## src/rtl/tilt_pulse_gen.sv

```systemverilog
// Tilt-to-pulse generator: converts per-axis sign-magnitude tilt samples (or
// button overrides) into rate-proportional one-cycle move pulses per slot tick.
module tilt_pulse_gen #(
    parameter int CH       = 2,
    parameter int W        = 9,
    parameter int LEVELS   = 4,
    parameter int TICK_DIV = 416667
) (
    input  logic              clk,
    input  logic              reset,
    input  logic              enable,
    input  logic [CH*W-1:0]   accel_in,
    input  logic [1:0]        sens,
    input  logic [CH-1:0]     btn_pos,
    input  logic [CH-1:0]     btn_neg,
    output logic [CH-1:0]     pulse_pos,
    output logic [CH-1:0]     pulse_neg,
    output logic [CH*4-1:0]   level_out,
    output logic              slot_tick
);

    localparam int            CW   = $clog2(TICK_DIV);
    localparam logic [CW-1:0] LAST = CW'(TICK_DIV - 1);

    logic [CW-1:0]         count;
    logic [CH-1:0][3:0]    acc;
    logic [CH-1:0][3:0]    acc_next;
    logic [CH-1:0][3:0]    level_q;
    logic [CH-1:0][3:0]    level_next;
    logic [CH-1:0]         dir_q;
    logic [CH-1:0]         dir_next;
    logic [CH-1:0]         fire;
    logic [CH-1:0][W-2:0]  mag_shift;
    logic [CH-1:0][4:0]    sum;
    logic [2:0]            shift;

    assign shift     = 3'd3 + {1'b0, sens};
    assign slot_tick = (count == LAST);
    assign level_out = level_q;

    always_ff @(posedge clk) begin
        if (reset) begin
            count <= '0;
        end else if (count == LAST) begin
            count <= '0;
        end else begin
            count <= count + 1'b1;
        end
    end

    // A reversal of direction restarts the accumulator before this tick's add.
    always_comb begin
        acc_next   = '0;
        level_next = '0;
        dir_next   = '0;
        fire       = '0;
        mag_shift  = '0;
        sum        = '0;
        for (int c = 0; c < CH; c++) begin
            mag_shift[c] = accel_in[c*W +: W-1] >> shift;
            if (32'(mag_shift[c]) >= LEVELS) begin
                level_next[c] = 4'(LEVELS);
            end else begin
                level_next[c] = 4'(mag_shift[c]);
            end
            dir_next[c] = accel_in[c*W + W-1];
            if (btn_pos[c] != btn_neg[c]) begin
                level_next[c] = 4'(LEVELS);
                dir_next[c]   = btn_neg[c];
            end
            if (dir_next[c] != dir_q[c]) begin
                sum[c] = {1'b0, level_next[c]};
            end else begin
                sum[c] = {1'b0, acc[c]} + {1'b0, level_next[c]};
            end
            if (!enable || level_next[c] == 4'd0) begin
                acc_next[c] = '0;
            end else if (sum[c] >= 5'(LEVELS)) begin
                acc_next[c] = 4'(sum[c] - 5'(LEVELS));
                fire[c]     = 1'b1;
            end else begin
                acc_next[c] = sum[c][3:0];
            end
        end
    end

    always_ff @(posedge clk) begin
        if (reset) begin
            acc       <= '0;
            dir_q     <= '0;
            level_q   <= '0;
            pulse_pos <= '0;
            pulse_neg <= '0;
        end else begin
            pulse_pos <= '0;
            pulse_neg <= '0;
            if (slot_tick) begin
                acc       <= acc_next;
                dir_q     <= dir_next;
                level_q   <= level_next;
                pulse_pos <= fire & ~dir_next;
                pulse_neg <= fire & dir_next;
            end
        end
    end

endmodule

```

## config.mk

```make
export PLATFORM = sky130hd
export DESIGN_NAME = tilt_pulse_gen
export DESIGN_NICKNAME = d
export VERILOG_FILES = /design/src/rtl/tilt_pulse_gen.sv
export SDC_FILE = /design/constraint.sdc
export NUM_CORES = 1
export LEC_CHECK = 0
export CAP_MARGIN = 5
export CORE_UTILIZATION = 48
export DETAILED_ROUTE_END_ITERATION = 10
export PLACE_DENSITY = 0.76
export SLEW_MARGIN = 20
export SYNTH_ARGS = -nofsm -noshare
export SYNTH_HDL_FRONTEND = slang
export SYNTH_SLANG_ARGS = --single-unit
```

## constraint.sdc

```tcl
create_clock -name clk -period 2.7 [get_ports clk]
set_input_delay 0.405 -clock clk [delete_from_list [all_inputs] [get_ports clk]]
set_output_delay 0.405 -clock clk [all_outputs]
set_load 0.03 [all_outputs]
```

==> results of run 1 <==
-- through the flow --
step	setup TNS, ns	utilization	instance area (sq um)	cells	hold WS, ns
after floorplan	0	-	2465	265	0.4388
after global placement	-2.789	0.6223	2998	381	0.4449
after detailed placement	-3.215	0.6223	2998	381	0.4488
after CTS	0	0.6478	3120	391	0.4692
after global routing	-0.1751	0.6712	3233	393	0.4750
final	0	0.6712	3233	393	0.4715
-- logic make-up after synthesis --
| kind of cell | Yosys count | synth area share |
|---|---|---|
| AOI/OAI and AO/OA | 39 | 0.1076 |
| xor gates and xnor gates | 26 | 0.09893 |
| adders and majority gates | 14 | 0.07598 |
| buffers and inverters | 24 | 0.04946 |
| DFF | 41 | 0.3345 |
| muxes | 16 | 0.07496 |
| other | 1 | 0.001528 |
| and+or+nand+nor | 103 | 0.2570 |
-- worst reg2reg max path, delay by kind of cell, from the launching register on --
kind | cells | cell delay (ns)
flops | 1 | 0.42
simple gates | 4 | 1.13
fa+ha+maj | 1 | 0.20
compound gates | 1 | 0.13
-- layout make-up --
cell class              instances  area, sq um  share of cell area
flip-flops and latches         41        820.8              0.2539
repair buffers                 61        556.8              0.1722
well taps                      67        83.83             0.02593
inverters                      16        60.06             0.01858
clock buffers                   5        68.82             0.02128
multi-input cells             200         1625              0.5027
clock inverters                 3        17.52            0.005418
-- worst max-delay path by stage --
stage / cells after the start / slack (ns) / to
6_report: 12 / 0.06 / acc[7]
5_1_grt: 12 / -0.08 / acc[7]
4_1_cts: 11 / 0.002 / acc[7]
3_5_place_dp: 11 / -0.47 / acc[7]
3_3_place_gp: 11 / -0.41 / acc[7]
2_1_floorplan: 11 / 0.05 / acc[7]
-- report_power, final --
| part | internal [mW] | total (mW) | switching [mW] |
|---|---|---|---|
| combinational | 0.115 | 0.211 | 0.0956 |
| clock | 0.179 | 0.404 | 0.225 |
| sequential | 0.608 | 0.613 | 0.00557 |
-- placed cells by master (no fill, tap or decap), types with 10 or more instances in the layout --
cell,netlist,routed
inv_1,16,14
xnor2_1,14,12
nand2_1,14,14
xor2_1,10,10
clkdlybuf4s50_1,0,22
nand3_1,13,13
a21oi_1,12,10
nor2_1,25,25
buf_4,4,27
dfxtp_1,41,41
-- flip-flops by register name, summed over array words and instances (netlist names) --
| register | count |
|---|---|
| dir_q | 2 |
| level_out | 8 |
| acc | 8 |
| count | 19 |
| pulse_pos | 2 |
| pulse_neg | 2 |
-- metal layers --
metal | track usage | part of all wire | up-vias
li1 | - | - | 1043
met1 | 0.2511 | 0.46 | 940
met2 | 0.3527 | 0.49 | 26
met3 | 0.04527 | 0.031 | 7
met4 | 0.08120 | 0.015 | 0
met5 | 0 | 0 | -
-- timing repair --
item,CTS,global route
endpoints found under the setup margin,7,6
pin swaps,4,13
buffers inserted,2,2
hold buffers,0,0
resized for setup,11,23
==> out/qor.yml, run 1 <==
layout.nets: 364
die_h_microns: 73.50
async_flop_share: 0
cp-start-kind: "input pin"
max_freq_ghz: 0.3790
fp.coreArea_sq_um: 4817
clk_pin_slew_worst_paths_ns: 0.08
reg2reg_slack_ns: 0.69
io_pins: 40
cpMaxStageDelayCell: "clkdlybuf4s50_1"
grt_first_pass_wirelength_microns: 8466
synth_area_sq_um: 2454
worstPathCellList: "clkdlybuf4s50_1 > xor2_1 > a21oi_4 > and3b_1 > ha_2 > inv_2 > fa_2 > nor2b_1 > o21ai_0 > a21oi_2 > mux2_4 > a32o_1"
skew_ns: 0.004405
critical_path.top_delay_family: "compound AO/OA/AOI/OAI gates"
chipWidth_microns: 73.50
drv_cap: 0
synthCells: 264
p_total_mw: 1.228
wirelength_microns: 5274
grt_max_degree: 22
vdd_drop_max_uv: 291.9
drive_gt1_frac: 0.2515
setup_slack_ns: 0.06168
ys.flop_type: "dfxtp_1"
maxSlewHeadroom: 0.5408
vias_per_cell: 5.130
dr.pass1.iters: 4
reg2reg_from: "count[1]"
clkLatencyLatePin_ns: 0.30
reg2reg_depth: 6
synth_common_cells: "dfxtp_1, nor2_1, inv_1"
period_needed_ns: 2.638
hold_start: "level_out[7]"
vias: 2016
drt-initial-drc-count: 35
cts_buffer_depth: 2
worst-setup-path-type: "in -> reg"
ant_nets: 0
place_ws_ns: -0.4724
antenna_cells: 0
synth_area_leaders: "dfxtp_1, ha_1, xnor2_1, nor2_1, mux2i_1"
grt_pass1_vias: 1939
cts_max_level: 2
cts_tree: "yes"
path_buf_inv: 2
p_leak_nw: 1.301
grt_overflow: 0
synth_top_area_cell: "dfxtp_1"
worst_path_largest_cell_delay_ns: 0.51
start_util: 0.5094
synth-edff-count: 0
crit_start: "btn_neg[1]"
cp.arrival_ns: 2.83
synth_top_area_frac: 0.3345
ys_types: 59
numClockSinks: 41
gp_congestion: 0.8525
power_density_nw_per_um2: 379.7
synth_seq_cells: 41
cts_root_buf: "clkbuf_8"
ys_seq_area_frac: 0.3345
whs_path_depth: 1
status: "finished clean"
r2r_end: "acc[5]"
die_area_sq_um: 5402
wl_per_cell_microns: 13.42
fin_crit_sh: 0.9772
worst_slew_pin_slew_ns: 0.6863
rows: 25
fillerInstances: 386
hp-class: "reg -> reg"
place_hpwl_microns: 3812
whs_endpoint: "level_out[7]"
crit_fanout: 3
slew_viol_final: 0
drc_errors: 0
grt_antenna_before_repair: 0
critical_path_required_ns: 2.90
area_growth_pct: 31.77
hold_viol_final: 0
portBuffers: 33
synthMostInstantiatedCell: "dfxtp_1"
critPathCaptureType: "register"
avgSynthCellArea_sq_um: 9.294
yosys_warnings: 0
grt_usage: 0.2063
setup_viol: 0
cts_buffers: 5
(Power assumes the default switching activity.)
==> run 2, diff against run 1 <==
CORE_UTILIZATION = 50   (was 48)
PLACE_DENSITY = 0.75   (was 0.76)
clock period = 3.32 ns   (was 2.7 ns; I/O delays follow)
==> out/qor.yml, run 2 (synthesis gave the netlist of run 1 again) <==
placed_area_sq_um: 2908  # was 2998 sq um
dr.pass1.iters: 4  # unchanged
crit_fanout: 5  # was 3
fillerInstances: 414  # was 386
layout.nets: 349  # was 364
final_cell_area_sq_um: 2994  # was 3233 sq um
p_int_uw: 735.2  # was 901.6 uW
drc_errors: 0  # unchanged
cts_resized: 0  # was 11
fin_cells: 377  # was 393
grt_antenna_before_repair: 0  # unchanged
clkLatencyLatePin_ns: 0.29  # was 0.30 ns
ant_nets: 0  # unchanged
r2r_end: "acc[5]"  # unchanged
reg2reg_from: "count[1]"  # unchanged
cts_buffer_depth: 2  # unchanged
portBuffers: 33  # unchanged
grt_pass1_vias: 1854  # was 1939
switching_share: 0.2440  # was 0.2656
critical_path_required_ns: 3.51  # was 2.90 ns
drive_gt1_frac: 0.1581  # was 0.2515
vdd_drop_max_uv: 307.2  # was 291.9 uV
reg2reg_depth: 6  # unchanged
p_leak_nw: 1.127  # was 1.301 nW
hold_buffers: 0  # unchanged
cp-start-kind: "input pin"  # unchanged
setup_viol: 0  # unchanged
whs_path_depth: 1  # unchanged
die_area_sq_um: 5191  # was 5402 sq um
skew_ns: 0.01326  # was 0.004405 ns
vias_per_cell: 5.276  # was 5.130
numClockSinks: 41  # unchanged
rsz0062_at_grt: "false"
placed_cells: 370  # was 381
maxSlewHeadroom: 0.6182  # was 0.5408
reg2reg_slack_ns: 1.31  # was 0.69 ns
hold_viol_final: 0  # unchanged
cts_root_buf: "clkbuf_8"  # unchanged
seqPwrFrac: 0.513  # was 0.500
wl_per_cell_microns: 13.10  # was 13.42 microns
worst_hold_slack_ns: 0.4674  # was 0.4715 ns
final_common_cell: "dfxtp_1"  # unchanged
cp.arrival_ns: 3.23  # was 2.83 ns
wirelength_microns: 4940  # was 5274 microns
power_density_nw_per_um2: 324.8  # was 379.7 nW/um^2
max_freq_ghz: 0.3283
p_total_uw: 972.5  # was 1.228 mW
grt_max_degree: 22  # unchanged
chipWidth_microns: 72.05  # was 73.50 microns
critPathCaptureType: "register"  # unchanged
status: "finished clean"  # unchanged
seq_area_sq_um: 820.8  # unchanged
rows: 25  # unchanged
gp_congestion: 0.8023  # was 0.8525
power_switching_uw: 237.3  # was 326.1 uW
p_comb_frac: 0.146  # was 0.172
largest_reg_flops: 19  # unchanged
grt_usage: 0.1988  # was 0.2063
tns_ns: 0  # unchanged
slew_viol_final: 0  # unchanged
cts_max_level: 2  # unchanged
crit_path_end: "acc[7]"  # unchanged
top_register: "count"  # unchanged
vias: 1989  # was 2016
start_util: 0.5195  # was 0.5094
antenna_cells: 0  # unchanged
final_util: 0.6339  # was 0.6712
place_hpwl_microns: 3748  # was 3812 microns
fin_crit_sh: 0.9174
power.share.clock: 0.341  # was 0.329
setup_slack_ns: 0.2743  # was 0.06168 ns
area_growth_pct: 22.03  # was 31.77%
place_ws_ns: 0.009882  # was -0.4724 ns
drt-initial-drc-count: 53  # was 35
hp-class: "reg -> reg"  # unchanged
fp.coreArea_sq_um: 4723  # was 4817 sq um
final_cell_mix: "dfxtp_1, clkdlybuf4s50_1, nor2_1, inv_1"  # was dfxtp_1, buf_4, nor2_1, clkdlybuf4s50_1
cts_setup_buffers: 0  # was 2
multi_input_area_sq_um: 1515  # was 1625 sq um
crit_start: "sens[1]"  # was btn_neg[1]
io_pins: 40  # unchanged
grt_first_pass_wirelength_microns: 8100  # was 8466 microns
die_h_microns: 72.05  # was 73.50 microns
worst_slew_pin_slew_ns: 0.5706  # was 0.6863 ns
cts_tree: "yes"  # unchanged
clk_pin_slew_worst_paths_ns: 0.08  # about the same
grt_overflow: 0  # unchanged
worst-setup-path-type: "in -> reg"  # unchanged
cts_buffers: 5  # unchanged
period_needed_ns: 3.046
drv_cap: 0  # unchanged
run 2: cell types whose count changed in the layout (fill, tap and decap cells not counted), moves of 4 or more:
cell and delta:
clkdlybuf4s50_1 +11, buf_4 -14, dlymetal6s2s_1 -7, dlygate4sd2_1 -4
run 2: power by group through the flow:
stage / Combinational, mW / Sequential (mW) / Clock [mW]
after floorplan: 0.0870 / 0.510 / 0
after global placement: 0.138 / 0.511 / 0
after detailed placement: 0.142 / 0.511 / 0
after CTS: 0.143 / 0.499 / 0.336
after global routing: 0.155 / 0.500 / 0.359
final: 0.142 / 0.499 / 0.331
run 2: layer usage:
| layer | track usage | part of all wire | vias to the layer above |
|---|---|---|---|
| met4 | 0.07407 | 0.013 | 0 |
| met1 | 0.2456 | 0.47 | 932 |
| li1 | - | - | 1012 |
| met2 | 0.3407 | 0.48 | 40 |
| met3 | 0.04306 | 0.040 | 5 |
| met5 | 0 | 0 | - |
run 2: worst min path at each step:
stage	start	end	slack, ns
detailed placement	level_out[7]	level_out[7]	0.45
floorplan	acc[0]	acc[0]	0.44
finish	level_out[7]	level_out[7]	0.47
global placement	level_out[7]	level_out[7]	0.44
CTS	level_out[7]	level_out[7]	0.47
global route	level_out[3]	level_out[3]	0.49
run 2: critical path, stage by stage:
cell	delay (ns)
clkdlybuf4s50_1	0.59
mux2i_1	0.13
mux2_2	0.29
and3b_1	0.26
ha_1	0.19
inv_1	0.06
fa_1	0.40
xnor2_1	0.16
buf_4	0.15
mux2_2	0.27
a32o_1	0.24
run 2: layout make-up:
type | count | area share
inverters | 16 | 0.02006
well taps | 67 | 0.02800
flip-flops and latches | 41 | 0.2741
multi-input cells | 200 | 0.5061
repair buffers | 46 | 0.1429
clock buffers | 7 | 0.02883
==> run 3, diff against run 2 <==
SKIP_CTS_REPAIR_TIMING = 1   (was unset)
==> results of run 3 <==
Same layout as run 2: the final DEF is identical, and so are final timing and power.
